**src/rtl/button_index_encoder_pkg.sv**
```systemverilog
// Shared types, default timing constants and bit-vector helpers for the button index encoder.
package button_index_encoder_pkg;

  typedef enum logic {IDLE = 1'b0, HELD = 1'b1} btn_state_t;

  localparam int DEBOUNCE_CYCLES_DEF = 500_000;
  localparam int REPEAT_CYCLES_DEF   = 50_000_000;

  // Position of the lowest set bit; 0 when nothing is set.
  function automatic int onehot_to_idx(input logic [31:0] v);
    int r;
    r = 0;
    for (int i = 31; i >= 0; i--) begin
      if (v[i]) r = i;
    end
    return r;
  endfunction

  function automatic logic popcount_gt1(input logic [31:0] v);
    return (v & (v - 32'd1)) != 32'd0;
  endfunction

endpackage

```
**src/rtl/button_index_encoder_debounce_bit.sv**
```systemverilog
// One button bit: 2-flop synchroniser followed by a consecutive-disagreement debounce counter.
module debounce_bit
  import button_index_encoder_pkg::*;
#(
  parameter int DEBOUNCE_CYCLES = DEBOUNCE_CYCLES_DEF
) (
  input  logic clk,
  input  logic reset,
  input  logic d_raw,
  output logic q_stable
);

  localparam int CNT_W = (DEBOUNCE_CYCLES > 1) ? $clog2(DEBOUNCE_CYCLES) : 1;
  localparam logic [CNT_W-1:0] CNT_LAST = CNT_W'(DEBOUNCE_CYCLES - 1);

  logic             sync_p0;
  logic             sync_p1;
  logic [CNT_W-1:0] cnt;

  always_ff @(posedge clk) begin
    if (reset) begin
      sync_p0  <= 1'b0;
      sync_p1  <= 1'b0;
      cnt      <= '0;
      q_stable <= 1'b0;
    end else begin
      sync_p0 <= d_raw;
      sync_p1 <= sync_p0;
      // The flip happens on the last disagreeing cycle, so cnt stops at CNT_LAST and never wraps.
      if (sync_p1 == q_stable) begin
        cnt <= '0;
      end else if (cnt == CNT_LAST) begin
        q_stable <= sync_p1;
        cnt      <= '0;
      end else begin
        cnt <= cnt + 1'b1;
      end
    end
  end

endmodule

```
**src/rtl/button_index_encoder.sv**
```systemverilog
// Debounced pushbuttons -> binary index with valid/multi strobes.
// Optional auto-repeat of a held single button is enabled by defining BUTTON_ENCODER_REPEAT_EN.
module button_index_encoder
  import button_index_encoder_pkg::*;
#(
  parameter int N_BTN           = 4,
  parameter int DEBOUNCE_CYCLES = DEBOUNCE_CYCLES_DEF,
`ifdef BUTTON_ENCODER_REPEAT_EN
  parameter int REPEAT_CYCLES   = REPEAT_CYCLES_DEF,
`endif
  localparam int IDX_W          = (N_BTN > 1) ? $clog2(N_BTN) : 1
) (
  input  logic             clk,
  input  logic             reset,
  input  logic [N_BTN-1:0] btn_raw,
  output logic [IDX_W-1:0] idx,
  output logic             valid,
  output logic             multi,
  output logic             held
);

  logic [N_BTN-1:0] stable;

  for (genvar g = 0; g < N_BTN; g++) begin : g_deb
    debounce_bit #(
      .DEBOUNCE_CYCLES(DEBOUNCE_CYCLES)
    ) u_deb (
      .clk     (clk),
      .reset   (reset),
      .d_raw   (btn_raw[g]),
      .q_stable(stable[g])
    );
  end

  logic any_btn;
  logic chord;
  logic single;

  always_comb begin
    any_btn = |stable;
    chord   = popcount_gt1(32'(stable));
    single  = any_btn && !chord;
  end

  btn_state_t       state_q, state_d;
  logic [IDX_W-1:0] idx_d;
  logic             valid_d;
  logic             multi_d;

`ifdef BUTTON_ENCODER_REPEAT_EN
  localparam int REP_W = (REPEAT_CYCLES > 1) ? $clog2(REPEAT_CYCLES) : 1;
  localparam logic [REP_W-1:0] REP_LAST = REP_W'(REPEAT_CYCLES - 1);

  logic [N_BTN-1:0] stable_prev;
  logic [REP_W-1:0] rep_cnt, rep_d;
`endif

  always_comb begin
    state_d = state_q;
    idx_d   = idx;
    valid_d = 1'b0;
    multi_d = 1'b0;
`ifdef BUTTON_ENCODER_REPEAT_EN
    rep_d   = '0;
`endif
    unique case (state_q)
      IDLE: begin
        if (any_btn) begin
          state_d = HELD;
          if (chord) begin
            multi_d = 1'b1;
          end else begin
            valid_d = 1'b1;
            idx_d   = IDX_W'(onehot_to_idx(32'(stable)));
          end
        end
      end
      HELD: begin
        if (!any_btn) begin
          state_d = IDLE;
        end
`ifdef BUTTON_ENCODER_REPEAT_EN
        // Repeat only a steady single press; any change of the vector restarts the period.
        else if (single && (stable == stable_prev)) begin
          if (rep_cnt == REP_LAST) begin
            valid_d = 1'b1;
          end else begin
            rep_d = rep_cnt + 1'b1;
          end
        end
`endif
      end
      default: state_d = IDLE;
    endcase
  end

  always_ff @(posedge clk) begin
    if (reset) begin
      state_q <= IDLE;
      idx     <= '0;
      valid   <= 1'b0;
      multi   <= 1'b0;
    end else begin
      state_q <= state_d;
      idx     <= idx_d;
      valid   <= valid_d;
      multi   <= multi_d;
    end
  end

`ifdef BUTTON_ENCODER_REPEAT_EN
  always_ff @(posedge clk) begin
    if (reset) begin
      stable_prev <= '0;
      rep_cnt     <= '0;
    end else begin
      stable_prev <= stable;
      rep_cnt     <= rep_d;
    end
  end
`endif

  assign held = (state_q == HELD);

endmodule
```
**config.mk**
```make
export PLATFORM = sky130hd
export DESIGN_NAME = button_index_encoder
export DESIGN_NICKNAME = d
export VERILOG_FILES = /design/src/rtl/button_index_encoder_pkg.sv /design/src/rtl/button_index_encoder_debounce_bit.sv /design/src/rtl/button_index_encoder.sv
export SDC_FILE = /design/constraint.sdc
export NUM_CORES = 1
export LEC_CHECK = 0
export ABC_AREA = 1
export ABC_CLOCK_PERIOD_IN_PS = 1850
export CAP_MARGIN = 20
export CORE_MARGIN = 2
export CORE_UTILIZATION = 64
export CTS_BUF_LIST = sky130_fd_sc_hd__clkbuf_8
export DETAILED_ROUTE_END_ITERATION = 10
export GPL_ROUTABILITY_DRIVEN = 0
export GPL_TIMING_DRIVEN = 0
export PLACE_DENSITY = 0.91
export SYNTH_ARGS = -nofsm -noshare
export SYNTH_HDL_FRONTEND = slang
export SYNTH_SLANG_ARGS = --single-unit
```
**constraint.sdc**
```tcl
create_clock -name clk -period 1.85 [get_ports clk]
set_input_delay 0.4625 -clock clk [delete_from_list [all_inputs] [get_ports clk]]
set_output_delay 0.4625 -clock clk [all_outputs]
set_load 0.01 [all_outputs]
```
== Yosys cells after proc, flatten, opt, wreduce, memory -nomap -nowiden ==
Index checks and enable logic that the tools add are counted.
Cells by class
  $add $sub $neg: 5
  multipliers: 0
  div/mod/pow operators: 0
  magnitude comparators: 0
  equal/unequal tests: 8
  shifts and indexed selects: 0
  multiplexer cells: 7
  bitwise logic cells: 8
  reductions and logical operators: 12
Operator list (number)
  $add 19x1->19 const B: 4
  $eq 19x19->1 const B: 4
  $and 4x32->32: 1
  $reduce_bool 32->1: 1
  $reduce_or 3->1: 5
  $mux 2: 4
  $reduce_and 2->1: 4
  $not 1->1: 7
  $sub 4x1->5 const B: 1
  $eq 1x1->1: 4
  $reduce_or 4->1: 1
  $mux 1: 3
  $reduce_and 3->1: 1
Storage, ports and cells
  register bits after elaboration: 93
  latch bits: 0
  bits in writable memories: 0
  bits in read-only memories: 0
  input port bits: 6
  output and inout port bits: 5
  logic and storage cells: 60
  memories kept: 0

== Logic depth before layout (Yosys ltp) ==
Gate-level depths: netlist (run 1).
  depth after elaboration: 5
  depth in mapped cells: 9
  depth with buffers taken out: 9

== Hierarchy ==
Synthesis (run 1) repeated with hierarchy kept, for this count alone.
Unflattened totals
  cells, all modules: 753
  area, all modules: 5057.4 µm²
Modules (own cells, without submodules)
  debounce_bit: times used 4, cells an instance 180, area each 1201.2 µm², sequential area each 440.4 µm²
  button_index_encoder: times used 1, cells an instance 33, area each 252.7 µm², sequential area each 100.1 µm²

== Least setup slack after synthesis (run 1) ==
OpenSTA, ideal clock, no wires.
  path kind: flip-flop to flip-flop
  from: register g_deb[3].u_deb.cnt[0]
  to: register g_deb[3].u_deb.cnt[12]
  arrival: 1.351 ns
  required time: 1.735 ns
  path slack: 0.384 ns
  cell stages (with the launch flop): 8
  path buffers: 1
  clock period less this slack: 1.466 ns
  cell sequence: dfxtp_1 -> ha_1 -> nand3_2 -> clkinv_2 -> nand3_2 -> o21ai_4 -> buf_12 -> nor2_2
Between the ends
  word-level cells in the longest chain between the ends: 2
  elaborated cells between the ends (all ways): 3
  classes of those cells: 1 x add/sub; 1 x eq/ne; 1 x reduce/logical
Ends and longest elaborated chain
  start: declaration: RTL line button_index_encoder_debounce_bit.sv:18  | logic [CNT_W-1:0] cnt;
  start signal: assignment: RTL line button_index_encoder_debounce_bit.sv:36  | cnt <= cnt + 1'b1;
  branches (longest 2 deep; another with $add 19x1->19)
Several ways; the timed one is not identified.
A chain may end at the register's enable or synchronous reset.

== Worst setup path after layout (run 1) ==
  from: register idx[0]
  to: output idx[0]
RTL lines
  start: declaration: RTL line button_index_encoder.sv:16  | output logic [IDX_W-1:0] idx,
  start signal: assignment: RTL line button_index_encoder.sv:105  | idx <= idx_d;
No word-level cell between the ends.

==> qor.yml, run 1 <==
critical_path:
  worst-path-stages: 1
  cp_top_family: "buffers and inverters"
  crit_slowest_cell: "clkdlybuf4s50_1"
  cp_slowest_stage_delay_ps: 560
  crit_arrival_ps: 1330
  crit_path_max_fanout: 2
  critPathKind: "reg2out"
  cp.required_ps: 1390
  r2r_cells: 7
  start_kind: "register"
  cp_num_buf_inv: 1
  crit_chain: "clkdlybuf4s50_1"
  end_kind: "primary output"
place:
  dpl_cell_area_mm2: 0.00497
  pre_cts_slack_ps: -160
  dp_hpwl_um: 7190
  port_buffers: 10
timing:
  setup_viol: 0
  slew_violations: 0
  clock_skew_ps: 10.7
  fin_crit_sh_pct: 96.9
  worst_pin_slew_ps: 354
  rsz0062_at_grt: "false"
  layout_min_cycle_time_ps: 1790
  clock.fmax_mhz: 558
  finalSetupTns_ps: 0
  setup_slack_ps: 57.2
  timing.max_slew.rel_slack_pct: 76.2
  hold_viol: 0
routing:
  postRouteAntennaNets: 0
  vias: 4493
  routed_wirelength_um: 10400
  drc: 0
  first_iter_violations: 306
  via_per_inst: 5.36
  wl_per_cell_um: 12.4
  first_pass_iters: 6
finish:
  final_cell_mix: "nand2_1 (183), nor2_1 (147), dfxtp_1 (93)"
  area_growth_pct: 9.89
  insertedDiodeCount: 0
  fillers: 571
  final_area_mm2: 0.00521
  finalNetCount: 744
  layout-drive-gt1-share_pct: 10.4
  seq_area_mm2: 0.00186
  layout_commonest_cell: "nand2_1"
  multi_input_area_mm2: 0.00248
global_routing:
  grt_max_degree: 17
  grt_pass1_vias: 4202
  grt_pass1_wl_um: 17700
  grt-ovfl-total: 0
  gr-usage-all-layers_pct: 26.2
  antenna_found_initial: 0
logic_synthesis:
  ys_ff_latch: 93
  synth_area_mm2: 0.00474
  synth_cells: 710
  syn_avg_cell_area_um2: 6.68
  ys_types: 29
  ys_warn_count: 0
  synth_top_area_share_pct: 39.2
  synth_area_leaders: "dfxtp_1 (39%), nand2_1 (14%), nor2_1 (12%)"
  yosysSeqAreaShare_pct: 39.2
  syn-num-nets: 720
  yosysTopAreaCell: "dfxtp_1"
floorplanning:
  die_w_um: 90.1
  fp-row-count: 31
  die_area_mm2: 0.00812
  fp.coreArea_mm2: 0.00721
  die_h_um: 90.1
  io_pins: 11
  initial_core_util_pct: 65.8
clock_tree:
  cts_num_sinks: 93
  cts_buffers: 9
  clockRootBuffer: "clkbuf_8"
  path_clk_slew_ps: 90
  htree_levels: 3
  cts_max_path_buffers: 2
  cts-resized-gates: 0
  insertion_delay_ps: 370
  cts_tree: "yes"
worst_hold_path:
  hold_class: "reg2reg"
  worstHoldPathCells: 2
power:
  powerDensity_mw_per_mm2: 692
  leakagePower_nw: 1.75
  ir_drop_v: 0.000477
  p_total_mw: 3.61
flow_run:
  maxCapViolCount: 0
outcome:
  run_status: "finished, final reports clean"
## through the flow
| step | hold slack, ps | utilization [%] | std cells |
|---|---|---|---|
| global placement | 394 | 68.9 | 819 |
| detailed placement | 396 | 68.9 | 819 |
| finish | 408 | 72.3 | 838 |
| floorplan | 388 | - | 710 |
| global route | 429 | 72.3 | 838 |
| CTS | 409 | 72.0 | 835 |
## report_power, final
group          total [mW]  switching [mW]  leakage (nW)  internal (mW)
registers            2.02         0.00650         0.751           2.01
logic              0.0702          0.0396         0.886         0.0306
clock network        1.52           0.754         0.110          0.768
## area by class of cell
cell class / count / share of cell area (%)
Clock inverter: 7 / 1.90
Buffer: 5 / 1.39
Clock buffer: 9 / 2.38
Multi-Input combinational cell: 524 / 47.5
Inverter: 88 / 6.36
Timing Repair Buffer: 13 / 2.35
Sequential cell: 93 / 35.7
Tap cell: 99 / 2.38
## state kept, by name, indices dropped and copies added, names as in the netlist
| register | count |
|---|---|
| g_deb.u_deb.sync_p1 | 4 |
| g_deb.u_deb.q_stable | 4 |
| g_deb.u_deb.sync_p0 | 4 |
| multi | 1 |
| held | 1 |
| idx | 2 |
| g_deb.u_deb.cnt | 76 |
| valid | 1 |
## path summary, 6_finish.rpt
path | startpoint | endpoint | slack [ps]
worst max register to register | g_deb[3].u_deb.cnt[0]$_SDFF_PP0_ | g_deb[3].u_deb.cnt[11]$_SDFF_PP0_ | 130
worst min register to register | g_deb[0].u_deb.sync_p0$_SDFF_PP0_ | g_deb[0].u_deb.sync_p1$_SDFF_PP0_ | 410
worst min-delay path | g_deb[0].u_deb.sync_p0$_SDFF_PP0_ | g_deb[0].u_deb.sync_p1$_SDFF_PP0_ | 410
worst max-delay path | idx[0]$_SDFFE_PP0P_ | idx[0] | 60
## what timing repair did
item / 4_1_cts / 5_1_grt
buffers inserted: 0 / 3
setup endpoints to repair: 0 / 10
hold buffers: 0 / 0
## Yosys cell counts
library cell  number
a21oi_1           25
a21oi_2            1
a31oi_1            2
buf_12             2
buf_4              1
buf_6              1
clkbuf_8           1
clkinv_2           1
dfxtp_1           93
ha_1               4
inv_1             84
inv_2              3
nand2_1          183
nand2_2            4
nand2_4            1
nand3_1           43
nand3_2            5
nand4_1           14
nor2_1           147
nor2_2            27
nor2_4             1
nor3_1            11
o21ai_0           13
o21ai_4            1
o221a_2            1
or2_0              5
or2_2              8
xnor2_1            9
xor2_1            19
## per-layer routing
| layer | vias to the layer above | wire length, um | part of all wire, % | GRT usage [%] |
|---|---|---|---|---|
| met5 | - | 0 | 0 | 0 |
| met4 | 0 | 258 | 2.5 | 14.0 |
| met3 | 29 | 649 | 6.2 | 2.93 |
| met2 | 206 | 5150 | 49 | 45.8 |
| met1 | 2014 | 4360 | 42 | 31.4 |
| li1 | 2244 | - | - | - |
## cells by family after synthesis
kind of cell / count (synthesis) / share of synthesized area [%]
AOI/OAI and AO/OA: 43 / 5.04
xor gates and xnor gates: 28 / 5.17
adders and majority gates: 4 / 1.05
buffers and inverters: 93 / 8.52
DFF: 93 / 39.2
and+or+nand+nor: 449 / 41.0
Power figures use the tool's default switching activity.
==> inputs of run 2 (changes only) <==
--- a/config.mk
+++ b/config.mk
@@ -6,11 +6,10 @@
 export NUM_CORES = 1
 export LEC_CHECK = 0
 export ABC_AREA = 1
-export ABC_CLOCK_PERIOD_IN_PS = 1850
 export CAP_MARGIN = 20
 export CORE_MARGIN = 2
 export CORE_UTILIZATION = 64
-export CTS_BUF_LIST = sky130_fd_sc_hd__clkbuf_8
+export CTS_BUF_LIST = sky130_fd_sc_hd__clkbuf_4
 export DETAILED_ROUTE_END_ITERATION = 10
 export GPL_ROUTABILITY_DRIVEN = 0
 export GPL_TIMING_DRIVEN = 0
==> run 2 against run 1 <==
Compared with the run above: fmax shrank 0.68%; wire length fell by 5.4%; die area unchanged; sequential share of layout area up 0.58 points; combinational power is 5.1% lower; non-clock buffer count fell by 3; flip-flop and latch count stayed put; global-route usage down 1.0 points; count of clock-buffer cells in the layout did not move; power shrank 6.9%; first-iteration DRC count shrank 11%; clock skew about the same.
==> qor.yml, run 2 (synthesized netlist as in run 1, its figures left out) <==
power:
  p_int_mw: 2.60  # was 2.81 mW
  powerDensity_mw_per_mm2: 653  # was 692 mW/mm2
  p_total_mw: 3.36  # was 3.61 mW
  p_comb_share_pct: 2.0  # was 1.9%
  power_frac_clock_pct: 37.9  # was 42.2%
  seq_power_share_pct: 60.2  # was 55.9%
  swShare_pct: 22.7  # was 22.2%
  switchingPower_mw: 0.761  # was 0.800 mW
  ir_drop_v: 0.000478  # was 0.000477 V
  leakagePower_nw: 1.73  # was 1.75 nW
routing:
  first_iter_violations: 273  # was 306
  wl_per_cell_um: 11.8  # was 12.4 um
  postRouteAntennaNets: 0  # unchanged
  drc: 0  # unchanged
  via_per_inst: 5.31  # was 5.36
  first_pass_iters: 8  # was 6
  vias: 4438  # was 4,493
  routed_wirelength_um: 9860  # was 10,400 um
finish:
  multi_input_area_mm2: 0.00248  # unchanged
  layout_commonest_cell: "nand2_1"  # unchanged
  top_register: "g_deb.u_deb.cnt"  # unchanged
  final_cell_mix: "nand2_1 (183), nor2_1 (147), dfxtp_1 (90)"  # was nand2_1 (183), nor2_1 (147), dfxtp_1 (93)
  area_growth_pct: 8.36  # was 9.89%
  seq_area_mm2: 0.00187  # was 0.00186 mm2
  largest_reg_flops: 76  # unchanged
  layout-drive-gt1-share_pct: 10.5  # was 10.4%
  insertedDiodeCount: 0  # unchanged
  finalNetCount: 741  # was 744
  fillers: 581  # was 571
timing:
  setup_slack_ps: 44.9  # was 57.2 ps
  fin_crit_sh_pct: 97.6  # was 96.9%
  clock.fmax_mhz: 554  # was 558 MHz
  setup_viol: 0  # unchanged
  clock_skew_ps: 10.9  # was 10.7 ps
  finalSetupTns_ps: 0  # unchanged
  worst_pin_slew_ps: 325  # was 354 ps
  hold_viol: 0  # unchanged
  rsz0062_at_grt: "false"  # unchanged
  slew_violations: 0  # unchanged
  layout_min_cycle_time_ps: 1810  # was 1790 ps
  timing.max_slew.rel_slack_pct: 78.2  # was 76.2%
critical_path:
  r2r_cells: 7  # unchanged
  r2r_start: "g_deb[3].u_deb.cnt[0]$_SDFF_PP0_"  # unchanged
  cp_slowest_stage_delay_ps: 530  # was 560 ps
  end_kind: "primary output"  # unchanged
  cp_top_family: "buffers and inverters"  # unchanged
  crit_path_max_fanout: 2  # unchanged
  cp.required_ps: 1390  # about the same
  rr_endpoint: "g_deb[3].u_deb.cnt[12]$_SDFF_PP0_"  # was g_deb[3].u_deb.cnt[11]$_SDFF_PP0_
  crit_arrival_ps: 1340  # was 1330 ps
  cp_num_buf_inv: 1  # unchanged
  crit_slowest_cell: "clkdlybuf4s50_1"  # unchanged
  crit_chain: "clkdlybuf4s50_1"  # unchanged
  r2r_setup_slack_ps: 90  # was 130 ps
  critPathKind: "reg2out"  # unchanged
  start_kind: "register"  # unchanged
global_routing:
  grt_max_degree: 17  # unchanged
  antenna_found_initial: 0  # unchanged
  grt-ovfl-total: 0  # unchanged
  grt_pass1_vias: 4146  # was 4,202
  gr-usage-all-layers_pct: 25.1  # was 26.2%
  grt_pass1_wl_um: 17200  # was 17,700 um
place:
  dp_hpwl_um: 7190  # unchanged
  pre_cts_slack_ps: -160  # unchanged
  port_buffers: 10  # unchanged
floorplanning:
  fp.coreArea_mm2: 0.00721  # unchanged
  die_h_um: 90.1  # unchanged
  die_w_um: 90.1  # unchanged
  fp-row-count: 31  # unchanged
  io_pins: 11  # unchanged
  initial_core_util_pct: 65.8  # unchanged
  die_area_mm2: 0.00812  # unchanged
worst_hold_path:
  hold_class: "reg2reg"  # unchanged
  worstHoldPathCells: 2  # unchanged
  worstHoldStart: "g_deb[0].u_deb.sync_p0$_SDFF_PP0_"  # unchanged
  whs_endpoint: "g_deb[0].u_deb.sync_p1$_SDFF_PP0_"  # unchanged
clock_tree:
  cts_tree: "yes"  # unchanged
  htree_levels: 3  # unchanged
  cts_max_path_buffers: 2  # unchanged
  postCtsHoldBufs: 0  # unchanged
  insertion_delay_ps: 450  # was 370 ps
  cts_num_sinks: 93  # unchanged
  cts_buffers: 9  # unchanged
  path_clk_slew_ps: 150  # was 90 ps
  clockRootBuffer: "clkbuf_4"  # was clkbuf_8
flow_run:
  maxCapViolCount: 0  # unchanged
outcome:
  run_status: "finished, final reports clean"  # unchanged
run 2: worst max-delay path by stage:
stage	startpoint	slack (ps)	cells past startpoint	endpoint
after floorplan	g_deb[3].u_deb.cnt[0]$_SDFF_PP0_	380	7	g_deb[3].u_deb.cnt[12]$_SDFF_PP0_
after global placement	reset	-110	7	g_deb[2].u_deb.cnt[17]$_SDFF_PP0_
after detailed placement	reset	-160	7	g_deb[2].u_deb.cnt[13]$_SDFF_PP0_
after CTS	held$_SDFF_PP0_	5	1	held
after global routing	held$_SDFF_PP0_	10	1	held
final	held$_SDFF_PP0_	40	1	held
run 2: area by class of cell:
class                           instances  share of cell area (%)
Clock inverter                          7                    1.92
Sequential cell                        93                    36.3
Inverter                               88                    6.45
Buffer                                  5                    1.41
Timing Repair Buffer                   10                    2.00
Clock buffer                            9                    1.31
Multi-Input combinational cell        524                    48.2
Tap cell                               99                    2.41
run 2: stage by stage:
stage	utilization, %	hold WS (ps)	instance area, um2	instances
4_1_cts	71.2	415	5140	835
2_1_floorplan	-	388	4740	710
3_5_place_dp	68.9	396	4970	819
6_report	71.3	415	5140	835
3_3_place_gp	68.9	394	4970	819
5_1_grt	71.3	435	5140	835
run 2: timing repair:
action	in CTS	in global routing
pin swaps	0	1
setup buffers	0	0
setup endpoints to repair	2	9
gates resized for setup	2	2
run 2: per-layer routing:
layer | vias to the layer above | GRT usage (%) | wire [um]
met4 | 0 | 11.7 | 251
met1 | 2011 | 30.4 | 4230
li1 | 2247 | - | -
met2 | 152 | 44.0 | 4840
met3 | 28 | 3.77 | 539
met5 | - | 0 | 0
run 2: power groups by stage:
| stage | Clock, mW | Combinational (mW) | Sequential, mW |
|---|---|---|---|
| after floorplan | 0 | 0.0441 | 2.06 |
| after global placement | 0 | 0.0649 | 2.06 |
| after detailed placement | 0 | 0.0670 | 2.06 |
| after CTS | 1.29 | 0.0674 | 2.02 |
| after global routing | 1.36 | 0.0732 | 2.02 |
| final | 1.27 | 0.0666 | 2.02 |
==> inputs of run 3 (changes only) <==
--- a/config.mk
+++ b/config.mk
@@ -12,7 +12,6 @@
 export CTS_BUF_LIST = sky130_fd_sc_hd__clkbuf_4
 export DETAILED_ROUTE_END_ITERATION = 10
 export GPL_ROUTABILITY_DRIVEN = 0
-export GPL_TIMING_DRIVEN = 0
 export PLACE_DENSITY = 0.91
 export SYNTH_ARGS = -nofsm -noshare
 export SYNTH_HDL_FRONTEND = slang
==> run 3 against run 2 <==
Compared with the run above: final cell count is 0.12% lower; register-to-register slack better by 80 ps; flip-flop and latch count stayed put; final area is 1.7% lower; sequential share of layout area is 0.59 points higher; via count is 3.2% lower; non-clock buffer count is 1 lower; die area stayed put; hold slack worse by 11 ps; highest routed layer unchanged.
==> qor.yml, run 3 (synthesized netlist as in run 1, its figures left out) <==
floorplanning:
  die_w_um: 90.1  # unchanged
  die_h_um: 90.1  # unchanged
  fp-row-count: 31  # unchanged
  initial_core_util_pct: 65.8  # unchanged
  io_pins: 11  # unchanged
  fp.coreArea_mm2: 0.00721  # unchanged
  die_area_mm2: 0.00812  # unchanged
timing:
  hold_viol: 0  # unchanged
  slew_violations: 0  # unchanged
  rsz0062_at_grt: "false"  # unchanged
  fin_hold_ws_ps: 403  # was 415 ps
  worst_pin_slew_ps: 383  # was 325 ps
  setup_viol: 0  # unchanged
  clock.fmax_mhz: 560  # was 554 MHz
  clock_skew_ps: 12.1  # was 10.9 ps
  fin_crit_sh_pct: 96.5  # was 97.6%
  layout_min_cycle_time_ps: 1780  # was 1810 ps
  timing.max_slew.rel_slack_pct: 74.4  # was 78.2%
routing:
  via_per_inst: 5.15  # was 5.31
  drc: 0  # unchanged
  postRouteAntennaNets: 0  # unchanged
  routed_wirelength_um: 9390  # was 9860 um
  wl_per_cell_um: 11.3  # was 11.8 um
  first_iter_violations: 212  # was 273
  first_pass_iters: 5  # was 8
  vias: 4294  # was 4,438
finish:
  fillers: 630  # was 581
  fin_util_pct: 70.1  # was 71.3%
  final_cell_mix: "nand2_1 (183), nor2_1 (147), dfxtp_1 (91)"  # was nand2_1 (183), nor2_1 (147), dfxtp_1 (90)
  top_register: "g_deb.u_deb.cnt"  # unchanged
  layout_commonest_cell: "nand2_1"  # unchanged
  layout-drive-gt1-share_pct: 9.93  # was 10.5%
  final_area_mm2: 0.00505  # was 0.00514 mm2
  area_growth_pct: 6.54  # was 8.36%
  finalNetCount: 740  # was 741
  insertedDiodeCount: 0  # unchanged
  largest_reg_flops: 76  # unchanged
critical_path:
  critPathKind: "reg2out"  # unchanged
  crit_chain: "clkdlybuf4s50_1"  # unchanged
  crit_arrival_ps: 1320  # was 1340 ps
  crit_path_max_fanout: 2  # unchanged
  cp_num_buf_inv: 1  # unchanged
  worst-path-stages: 1  # unchanged
  cp.required_ps: 1390  # about the same
  end_kind: "primary output"  # unchanged
  cp_slowest_stage_delay_ps: 530  # about the same
  cp_top_family: "buffers and inverters"  # unchanged
  r2r_cells: 8  # was 7
  crit_slowest_cell: "clkdlybuf4s50_1"  # unchanged
  start_kind: "register"  # unchanged
power:
  leakagePower_nw: 1.70  # was 1.73 nW
  powerDensity_mw_per_mm2: 603  # was 653 mW/mm2
  ir_drop_v: 0.000445  # was 0.000478 V
flow_run:
  maxCapViolCount: 0  # unchanged
clock_tree:
  path_clk_slew_ps: 140  # was 150 ps
  cts_buffers: 9  # unchanged
  cts_tree: "yes"  # unchanged
  cts_num_sinks: 93  # unchanged
  clockRootBuffer: "clkbuf_4"  # unchanged
  cts_max_path_buffers: 2  # unchanged
  insertion_delay_ps: 430  # was 450 ps
  htree_levels: 3  # unchanged
place:
  dpl_cell_area_mm2: 0.00494  # was 0.00497 mm2
  port_buffers: 10  # unchanged
  dp_hpwl_um: 7200  # was 7190 um
outcome:
  run_status: "finished, final reports clean"  # unchanged
global_routing:
  gr-usage-all-layers_pct: 24.2  # was 25.1%
  grt-ovfl-total: 0  # unchanged
  grt_max_degree: 18  # was 17
  antenna_found_initial: 0  # unchanged
  grt_pass1_vias: 4009  # was 4,146
  grt_pass1_wl_um: 16600  # was 17,200 um
worst_hold_path:
  worstHoldPathCells: 2  # unchanged
  hold_class: "reg2reg"  # unchanged
## run 3: cell count changes in the layout (fill, tap and decap cells not counted), moves of 2 or more
cell	change
buf_4	+2
bufinv_16	-2
clkinv_1	+2
clkinv_4	-2
## run 3: repair_timing
action	in CTS	in global routing
pin swaps	0	0
resized for setup	2	2
hold buffers	0	0
endpoints found under the setup margin	2	2
buffers inserted	0	0
## run 3: cell type report
type,count,area [um2],area share (%)
Inverter,88,332,6.56
Timing Repair Buffer,14,144,2.85
Clock inverter,6,37.5,0.743
Tap cell,99,124,2.45
Sequential cell,93,1860,36.9
Clock buffer,10,75.1,1.49
Multi-Input combinational cell,524,2480,49.0
## run 3: power breakdown
part	internal [mW]	switching, mW
Combinational	0.0257	0.0350
Clock	0.291	0.675
Sequential	2.01	0.00652
Total	2.33	0.716
## run 3: worst min-delay path: stages, from the launching register on
cell	delay, ps
dfxtp_1	320
inv_1	40
nor2_1	30
## run 3: path summary, 6_finish.rpt
| kind | startpoint | to | slack [ps] |
|---|---|---|---|
| worst max-delay path | idx[1]$_SDFFE_PP0P_ | idx[1] | 70 |
| worst min-delay path | g_deb[0].u_deb.sync_p0$_SDFF_PP0_ | g_deb[0].u_deb.sync_p1$_SDFF_PP0_ | 400 |
| worst max register to register | g_deb[3].u_deb.cnt[0]$_SDFF_PP0_ | g_deb[3].u_deb.cnt[14]$_SDFF_PP0_ | 170 |
| worst min register to register | g_deb[0].u_deb.sync_p0$_SDFF_PP0_ | g_deb[0].u_deb.sync_p1$_SDFF_PP0_ | 400 |
## run 3: stage by stage
step / worst slack, ps / setup TNS (ps) / power (mW) / std cells
5_1_grt: 19.6 / 0 / 3.14 / 834
6_report: 65.4 / 0 / 3.05 / 834
3_5_place_dp: -53.4 / -244 / 2.13 / 818
4_1_cts: 1.75 / 0 / 3.08 / 834
2_1_floorplan: 384 / 0 / 2.11 / 710
3_3_place_gp: 31.5 / 0 / 2.12 / 818
## run 3: per-layer routing
layer / GRT usage (%) / part of all wire (%) / up-vias
met4: 8.85 / 1.6 / 0
met1: 28.5 / 44 / 1929
li1: - / - / 2233
met2: 43.7 / 50 / 115
met5: 0 / 0 / -
met3: 4.61 / 4.6 / 17
